## config.mk

```make
export PLATFORM = sky130hd
export DESIGN_NAME = arbiter4way
export DESIGN_NICKNAME = d
export VERILOG_FILES = /design/src/rtl/arbiter4way.sv
export SDC_FILE = /design/constraint.sdc
export NUM_CORES = 1
export LEC_CHECK = 0
export ABC_CLOCK_PERIOD_IN_PS = 2300
export CAP_MARGIN = 20
export CELL_PAD_IN_SITES_DETAIL_PLACEMENT = 0
export CELL_PAD_IN_SITES_GLOBAL_PLACEMENT = 1
export CORE_ASPECT_RATIO = 0.7
export CORE_UTILIZATION = 44
export CTS_BUF_LIST = sky130_fd_sc_hd__clkbuf_4
export CTS_CLUSTER_SIZE = 28
export DETAILED_ROUTE_END_ITERATION = 16
export PLACE_DENSITY_LB_ADDON = 0.3
export SETUP_SLACK_MARGIN = 0.4
export SYNTH_ARGS = -nofsm -noshare
export SYNTH_HDL_FRONTEND = slang
export SYNTH_SLANG_ARGS = --single-unit
```

## constraint.sdc

```tcl
create_clock -name clk -period 2.3 [get_ports clk]
set_input_delay 0.46 -clock clk [delete_from_list [all_inputs] [get_ports clk]]
set_output_delay 0.46 -clock clk [all_outputs]
set_load 0.02 [all_outputs]
```

## src/rtl/arbiter4way.sv

```systemverilog
// -----------------------------------------------------------------------------
// arbiter4way
// Round-robin arbiter that shares one memory write/load path among four
// requesters (CPU, DMA, screen, keyboard loader). The owner keeps the grant
// for as long as it holds its request. Optionally, the owner is forced to
// rotate out after MAX_HOLD cycles if someone else is waiting.
//
// Parameters
//   MAX_HOLD : max consecutive grant cycles while another requester waits
//              (0 = unlimited, no forced rotation)
//   CNT_W    : hold counter width, MAX_HOLD must be < 2**CNT_W
//
// Ports
//   clk     : system clock, rising edge
//   rst_n   : asynchronous active-low reset
//   req     : request per requester, bit i = requester i (level, never latched)
//   grant   : one-hot registered grant, zero when idle
//   sel     : binary owner index for the dmux4way / mux4way stages
//   busy    : high when any grant bit is set
//   preempt : one-cycle pulse after a forced rotation moved the grant
//
// FSM states
//   state | meaning
//   IDLE  | no grant; sel keeps the previous owner index
//   OWNED | exactly one grant bit set; owner index held in sel
// -----------------------------------------------------------------------------
module arbiter4way #(
  parameter int MAX_HOLD = 16,
  parameter int CNT_W    = 8
) (
  input  logic       clk,
  input  logic       rst_n,
  input  logic [3:0] req,
  output logic [3:0] grant,
  output logic [1:0] sel,
  output logic       busy,
  output logic       preempt
);

  typedef enum logic {
    IDLE  = 1'b0,
    OWNED = 1'b1
  } state_t;

  // With forced rotation the counter parks at MAX_HOLD, so a newcomer
  // triggers rotation on the very first cycle it appears.
  localparam bit ROTATE_EN = (MAX_HOLD != 0);
  localparam logic [CNT_W-1:0] HOLD_SAT =
    ROTATE_EN ? CNT_W'(MAX_HOLD) : {CNT_W{1'b1}};

  state_t           state;
  logic [CNT_W-1:0] hold_cnt;
  logic [1:0]       last;

  logic [1:0] base;
  logic [3:0] cand;
  logic [1:0] idx;
  logic       win_vld;
  logic [1:0] win_idx;
  logic       owner_req;
  logic       at_limit;

  // Winner search. While owned, the owner is the pointer the next search
  // starts from (it becomes "last" at the handoff edge) and is excluded
  // from the candidates, so a forced rotation never re-grants it.
  always_comb begin
    base    = (state == OWNED) ? sel : last;
    cand    = (state == OWNED) ? (req & ~grant) : req;
    idx     = base;
    win_vld = 1'b0;
    win_idx = base;
    for (int i = 1; i <= 4; i++) begin
      idx = base + 2'(i);
      if (!win_vld && cand[idx]) begin
        win_vld = 1'b1;
        win_idx = idx;
      end
    end
  end

  assign owner_req = req[sel];
  assign at_limit  = ROTATE_EN && (hold_cnt == HOLD_SAT);

  always_ff @(posedge clk or negedge rst_n) begin
    if (!rst_n) begin
      state    <= IDLE;
      grant    <= 4'b0000;
      sel      <= 2'b00;
      busy     <= 1'b0;
      preempt  <= 1'b0;
      hold_cnt <= '0;
      last     <= 2'd3;
    end else begin
      preempt <= 1'b0;
      case (state)
        IDLE: begin
          if (win_vld) begin
            state    <= OWNED;
            grant    <= 4'b0001 << win_idx;
            sel      <= win_idx;
            busy     <= 1'b1;
            hold_cnt <= CNT_W'(1);
          end
        end
        OWNED: begin
          if (!owner_req) begin
            // Release: hand off in the same edge if anyone else waits.
            last <= sel;
            if (win_vld) begin
              grant    <= 4'b0001 << win_idx;
              sel      <= win_idx;
              hold_cnt <= CNT_W'(1);
            end else begin
              state    <= IDLE;
              grant    <= 4'b0000;
              busy     <= 1'b0;
              hold_cnt <= '0;
            end
          end else if (at_limit && win_vld) begin
            last     <= sel;
            grant    <= 4'b0001 << win_idx;
            sel      <= win_idx;
            hold_cnt <= CNT_W'(1);
            preempt  <= 1'b1;
          end else if (hold_cnt != HOLD_SAT) begin
            hold_cnt <= hold_cnt + CNT_W'(1);
          end
        end
        default: begin
          state <= IDLE;
          grant <= 4'b0000;
          busy  <= 1'b0;
        end
      endcase
    end
  end

  a_busy_match : assert property (@(posedge clk) disable iff (!rst_n)
    busy == (grant != 4'b0000));
  a_onehot : assert property (@(posedge clk) disable iff (!rst_n)
    $onehot0(grant));
  a_sel_match : assert property (@(posedge clk) disable iff (!rst_n)
    busy |-> (grant == (4'b0001 << sel)));
  a_preempt_busy : assert property (@(posedge clk) disable iff (!rst_n)
    preempt |-> busy);

endmodule
```

==> results.py, run 1 <==
metrics = {
    "drt": {
        "totalWireLength_um": 3060,
        "routed_via_density": 5.61,
        "drtIter0Drc": 48,
        "wire_per_inst_um": 15.7,
        "drc": 2,
        "drtAntennaViolNets": 0,
        "drtPass1Iterations": 10,
        "via_count": 1093,
    },
    "logic_synthesis": {
        "synth_area_sq_um": 1140,
        "synth_adder_area_share_pct": 2.19,
        "synth-xor-area-share_pct": 3.83,
        "ys_types": 37,
        "yosys.area_share.simple_pct": 16.7,
        "synth_top_area_cell": "dfrtp_1",
        "synth_top_family_by_area": "compound AO/OA/AOI/OAI gates",
        "syn_area_per_cell_sq_um": 9.86,
        "synth_fp_nets": 124,
        "syn_inst": 116,
        "synthFlopType": "dfrtp_1",
        "ys_seq_area_share_pct": 41.8,
        "yosys_warnings": 0,
        "synth_top_area_share_pct": 37.2,
        "ys_seq_elements": 19,
        "synthArstFlopShare_pct": 100,
        "synth-compound-area-share_pct": 25.5,
        "synth-edff-count": 0,
        "synthTopCellsByArea": "dfrtp_1 (37%), dfstp_2 (4.6%), a21oi_1 (3.1%)",
        "synthMuxAreaShare_pct": 7.55,
    },
    "die": {
        "core_sq_um": 2460,
        "dieHeight_um": 44.7,
        "design.die.area_sq_um": 2810,
        "pin_count": 14,
        "rows": 15,
        "fp.dieW_um": 62.9,
        "start_util_pct": 46.5,
    },
    "place": {
        "place_ws_ns": -0.0852,
        "dp_cells": 183,
        "place_area_sq_um": 1500,
        "portBuffers": 13,
        "dpl.hpwl_um": 2180,
        "routabilityCongestion": 0.816,
    },
    "cells_and_area": {
        "final_cells": 195,
        "drive_gt1_share_pct": 39.1,
        "nets": 170,
        "diodes": 0,
        "fin_area_sq_um": 1660,
        "fill_cells": 185,
        "syn2layout_area_growth_pct": 45.1,
        "final_util_pct": 67.5,
    },
    "cts": {
        "cts_sinks": 19,
        "cts_tree": "built",
        "clk_pin_slew_worst_paths_ns": 0.11,
        "cts_root_buffer": "clkbuf_4",
        "clk_path_buf_depth": 2,
        "hold_buffers": 0,
        "clock_latency_ns": 0.31,
        "htreeDepth": 1,
        "cts_made_buffers": 3,
    },
    "timing": {
        "setup_ws_ns": 0.404,
        "hold_ws_ns": 0.480,
        "max_freq_mhz": 527,
        "layout_min_cycle_time_ns": 1.90,
        "finClkSkew_ns": 0.0126,
        "finalSetupViolCount": 0,
        "worstMarginPinSlew_ns": 0.351,
        "period_share_pct": 82.5,
        "timing.final.max_slew_violations": 0,
        "relSlewSlack_pct": 76.6,
        "setup_tns_ns": 0,
        "timing.final.hold_violations": 0,
        "rsz0062_at_grt": "true",
    },
    "worst_setup_path": {
        "crit_buf_inv": 1,
        "critPathMaxFanout": 5,
        "cp.arrival_ns": 2.09,
        "start_kind": "flop",
        "cp_slowest_cell": "dfrtp_2",
        "ff2ff_setup_slack_ns": 0.40,
        "crit_type": "flop to flop",
        "cpPeakStageDelay_ns": 0.44,
        "critPathRequiredTime_ns": 2.49,
        "crit_start": "sel[1]",
        "reg2reg_depth": 6,
        "end_kind": "flop",
        "reg2reg_to": "sel[0]",
        "crit_chain": "buf_4 > mux2i_4 > mux2i_1 > nor2b_1 > or3_4 > mux2_4",
        "timing.rr.start": "sel[1]",
        "cp_top_family": "multiplexers",
    },
    "grt": {
        "grt_max_degree": 20,
        "antenna_found_initial": 0,
        "grt_first_pass_wirelength_um": 4930,
        "globalRouteTotalUtil_pct": 23.8,
        "grt_overflow": 0,
        "grt_pass1_vias": 1001,
    },
    "run": {
        "maxCapViolations": 0,
    },
    "pwr": {
        "p_leak_nw": 0.761,
        "power.total_mw": 1.98,
        "irDropWorstVdd_v": 0.000698,
        "power_density_nw_per_um2": 1190,
    },
    "outcome": {
        "violations": "DRC",
        "status": "finished, violations left",
    },
    "min_path": {
        "hold_class": "primary input to async pin",
    },
}
==> final cells by class <==
| class | count | area (sq um) | area share [%] |
|---|---|---|---|
| clock buffer | 4 | 30.0 | 1.81 |
| inverter | 5 | 18.8 | 1.13 |
| multi-input combinational | 90 | 734 | 44.3 |
| sequential | 19 | 480 | 29.0 |
| tap | 34 | 42.5 | 2.56 |
| timing repair buffer | 43 | 353 | 21.3 |
==> synth_stat cells, drive strengths merged, types with 2 or more instances <==
master   number
and3          4
a21boi        6
a21oi         7
o31ai         4
dfrtp        17
ha            2
mux2i         3
nand2b        3
dfstp         2
nor2          8
nor3b         2
or3           2
nand3         5
a22o          4
mux2          3
o21ai         6
xor2          4
nand2         9
inv           5
nor3          2
o311ai        2
a2bb2oi       2
==> registers in the layout, indices dropped and copies added, names as in the netlist <==
signal	cells
hold_cnt	8
grant	4
last	2
sel	2
busy	1
preempt	1
state	1
==> metal layers <==
| layer | share of wire (%) | track usage [%] | vias to the layer above |
|---|---|---|---|
| li1 | - | - | 522 |
| met1 | 50 | 35.3 | 531 |
| met2 | 43 | 34.0 | 36 |
| met3 | 5.8 | 5.41 | 4 |
| met4 | 1.0 | 7.91 | 0 |
| met5 | 0 | 0 | - |
==> repair_timing <==
action                     in CTS  in global routing
pin swaps                       2                  3
resized for setup              15                 15
setup buffers                   3                  5
setup endpoints to repair      13                 14
cloned                          0                  0
==> worst max path at each step <==
stage,endpoint,slack (ns),depth (start not counted)
after floorplan,hold_cnt[3],0.39,5
after global placement,grant[1],-0.08,7
after detailed placement,sel[0],-0.09,6
after CTS,sel[0],0.35,5
after global routing,hold_cnt[5],0.36,8
final,sel[0],0.40,6
==> where the power goes <==
part / leakage, nW / switching (mW) / internal [mW]
clock network: 0.0184 / 0.103 / 0.0795
registers: 0.238 / 0.104 / 0.448
logic: 0.504 / 0.596 / 0.645
==> layout by cell type, fill, tap and decap left out, types with 2 or more instances in the layout <==
cell type / count
a21boi_0: 2
a21boi_2: 2
a21oi_1: 5
a21oi_2: 2
a22o_1: 4
and3_1: 4
buf_4: 29
clkbuf_4: 4
clkdlybuf4s50_1: 7
dfrtp_1: 15
dfrtp_2: 2
dfstp_2: 2
dlygate4sd2_1: 4
dlymetal6s2s_1: 2
inv_1: 3
inv_2: 2
mux2_2: 2
nand2_1: 7
nand2_2: 2
nand2b_1: 3
nand3_1: 5
nor2_1: 8
nor3_1: 2
nor3b_1: 2
o21ai_0: 5
o311ai_1: 2
o31ai_1: 3
xor2_1: 4
==> worst register-to-register path, stage by stage, from the launching register on <==
cell	delay (ns)
dfrtp_2	0.44
buf_4	0.16
mux2i_4	0.22
mux2i_1	0.22
nor2b_1	0.08
or3_4	0.39
mux2_4	0.26
==> cell families (layout without fill, tap and decap cells) <==
group | Yosys count | count (layout)
buffers and inverters | 7 | 52
AOI/OAI and AO/OA | 39 | 39
xor gates and xnor gates | 5 | 5
muxes | 7 | 7
adders and majority gates | 2 | 2
and+or+nand+nor | 37 | 37
DFF | 19 | 19
No activity file was read; power rests on OpenSTA's default activity.
==> run 2: changes to the inputs <==
--- a/config.mk
+++ b/config.mk
@@ -5,7 +5,7 @@
 export SDC_FILE = /design/constraint.sdc
 export NUM_CORES = 1
 export LEC_CHECK = 0
-export ABC_CLOCK_PERIOD_IN_PS = 2300
+export ABC_CLOCK_PERIOD_IN_PS = 1800
 export CAP_MARGIN = 20
 export CELL_PAD_IN_SITES_DETAIL_PLACEMENT = 0
 export CELL_PAD_IN_SITES_GLOBAL_PLACEMENT = 1
==> constraint.sdc (replaced) <==
create_clock -name clk -period 1.8 [get_ports clk]
set_input_delay 0.36 -clock clk [delete_from_list [all_inputs] [get_ports clk]]
set_output_delay 0.36 -clock clk [all_outputs]
set_load 0.02 [all_outputs]
==> run 2 against run 1 <==
The flow finishes with violations (setup timing). Clock power grew 33%. Hold slack got worse by 0.096 ns. Combinational power rose by 87%. Die area unchanged. Non-clock buffer count grew 10. First-iteration DRC count grew 94%. Wire length up 38%. Critical path depth stayed put. Worst setup slack lost 0.53 ns. Clock-buffer cell count unchanged. Global-route usage rose by 5.1 points. Critical path type unchanged. Largest cell class unchanged.
==> results.py, run 2 (same netlist as run 1, synthesis figures left out) <==
metrics = {
    "place": {
        "routabilityCongestion": 0.840,
        "portBuffers": 13,
        "dpl.hpwl_um": 2290,
        "dp_cells": 188,
    },
    "cells_and_area": {
        "drive_gt1_share_pct": 58.5,
        "final_util_pct": 81.3,
        "final_cells": 205,
        "largest_reg_flops": 8,
        "layout_common_cells": "buf_4 (27), buf_6 (15), dfrtp_1 (14)",
        "regMostFlops": "hold_cnt",
        "largestRegisters": "hold_cnt: 8 flops, grant: 4 flops",
        "nets": 180,
        "final_common_cell": "buf_4",
        "diodes": 0,
        "syn2layout_area_growth_pct": 74.7,
    },
    "cts": {
        "cts_root_buffer": "clkbuf_4",
        "clk_pin_slew_worst_paths_ns": 0.11,
        "cts_made_buffers": 3,
        "clock_latency_ns": 0.30,
        "clk_path_buf_depth": 2,
        "htreeDepth": 1,
        "hold_buffers": 0,
        "cts_tree": "built",
        "cts_sinks": 19,
    },
    "pwr": {
        "irDropWorstVdd_v": 0.00100,
        "power_density_nw_per_um2": 1640,
        "p_leak_nw": 0.883,
    },
    "drt": {
        "via_count": 1242,
        "wire_per_inst_um": 20.5,
        "routed_via_density": 6.06,
        "drc": 0,
        "drtPass1Iterations": 4,
        "drtAntennaViolNets": 0,
        "drtIter0Drc": 93,
        "totalWireLength_um": 4210,
    },
    "grt": {
        "antenna_found_initial": 0,
        "grt_overflow": 0,
        "grt_first_pass_wirelength_um": 5860,
        "grt_pass1_vias": 1147,
        "globalRouteTotalUtil_pct": 28.8,
        "grt_max_degree": 20,
    },
    "worst_setup_path": {
        "critPathRequiredTime_ns": 2.00,
        "crit_type": "flop to flop",
        "critPathMaxFanout": 6,
        "end_kind": "flop",
        "start_kind": "flop",
        "cp.arrival_ns": 2.13,
    },
    "run": {
        "maxCapViolations": 0,
    },
    "timing": {
        "relSlewSlack_pct": 65.6,
        "period_share_pct": 107,
        "max_freq_mhz": 518,
        "setup_ws_ns": -0.129,
        "layout_min_cycle_time_ns": 1.93,
        "rsz0062_at_grt": "true",
        "finalSetupViolCount": 11,
        "timing.final.hold_violations": 0,
        "timing.final.max_slew_violations": 0,
        "finClkSkew_ns": 0.00213,
        "worstMarginPinSlew_ns": 0.514,
    },
    "die": {
        "fp.dieW_um": 62.9,
        "start_util_pct": 46.5,
        "core_sq_um": 2460,
        "dieHeight_um": 44.7,
        "design.die.area_sq_um": 2810,
        "pin_count": 14,
        "rows": 15,
    },
    "min_path": {
        "hold_class": "primary input to async pin",
    },
    "outcome": {
        "status": "finished, violations left",
        "violations": "setup timing",
    },
}
run 2: cell count changes in the layout (fill, tap and decap cells not counted), sizes merged:
cell / previous run / this run
buf: 29 / 44
clkbuf: 5 / 7
clkdlybuf4s50: 7 / 1
dlygate4sd2: 4 / 5
dlymetal6s2s: 2 / 0
run 2: layer usage:
metal / GRT usage [%] / part of all wire (%)
met1: 39.2 / 43
met2: 44.9 / 47
met3: 7.22 / 7.6
met4: 10.7 / 2.1
met5: 0 / 0
run 2: stage by stage:
stage | cell area (sq um) | TNS [ns] | worst slack, ns | total power [mW] | hold WS, ns
final | 2000 | -0.555 | -0.129 | 3.28 | 0.384
after global routing | 2000 | -1.14 | -0.167 | 3.40 | 0.395
after CTS | 1840 | -0.229 | -0.0588 | 2.87 | 0.383
after detailed placement | 1550 | -6.42 | -0.534 | 2.15 | 0.539
after global placement | 1550 | -6.19 | -0.525 | 2.11 | 0.526
after floorplan | 1180 | -0.171 | -0.0865 | 1.52 | 0.0644
run 2: where the power goes:
part | internal, mW | total (mW) | switching (mW)
combinational | 1.21 | 2.32 | 1.11
sequential | 0.574 | 0.717 | 0.143
clock | 0.102 | 0.243 | 0.141
total | 1.89 | 3.28 | 1.39
run 2: area by class of cell:
class	count	area, sq um
repair buffers	53	465
multi-input cells	90	957
flip-flops and latches	19	482
clock buffers	4	30.0
inverters	5	21.3
fillers	144	460
well taps	34	42.5
run 2: what timing repair did:
item	CTS	global route
setup buffers	9	4
pin swaps	8	8
endpoints found under the setup margin	27	26
gates resized for setup	80	30
gates cloned	0	0
run 2: path summary, 6_finish.rpt:
path | startpoint | endpoint | slack (ns) | cells after the start
worst max-delay path | state | sel[0] | -0.13 | 6
min in group clk | hold_cnt[4] | hold_cnt[4] | 0.58 | 2
worst max register to register | state | sel[0] | -0.13 | 6
max in group asynchronous | rst_n | last[0] | 1.15 | 2
worst min-delay path | rst_n | sel[0] | 0.38 | 2
worst min register to register | hold_cnt[4] | hold_cnt[4] | 0.58 | 2
run 2: worst max-delay path, stage by stage, from the launching register on:
cell and delay [ns]:
dfrtp_2 0.52, mux2i_4 0.23, buf_4 0.16, a2bb2oi_2 0.15, a21oi_2 0.06, or3_4 0.43, mux2_4 0.27
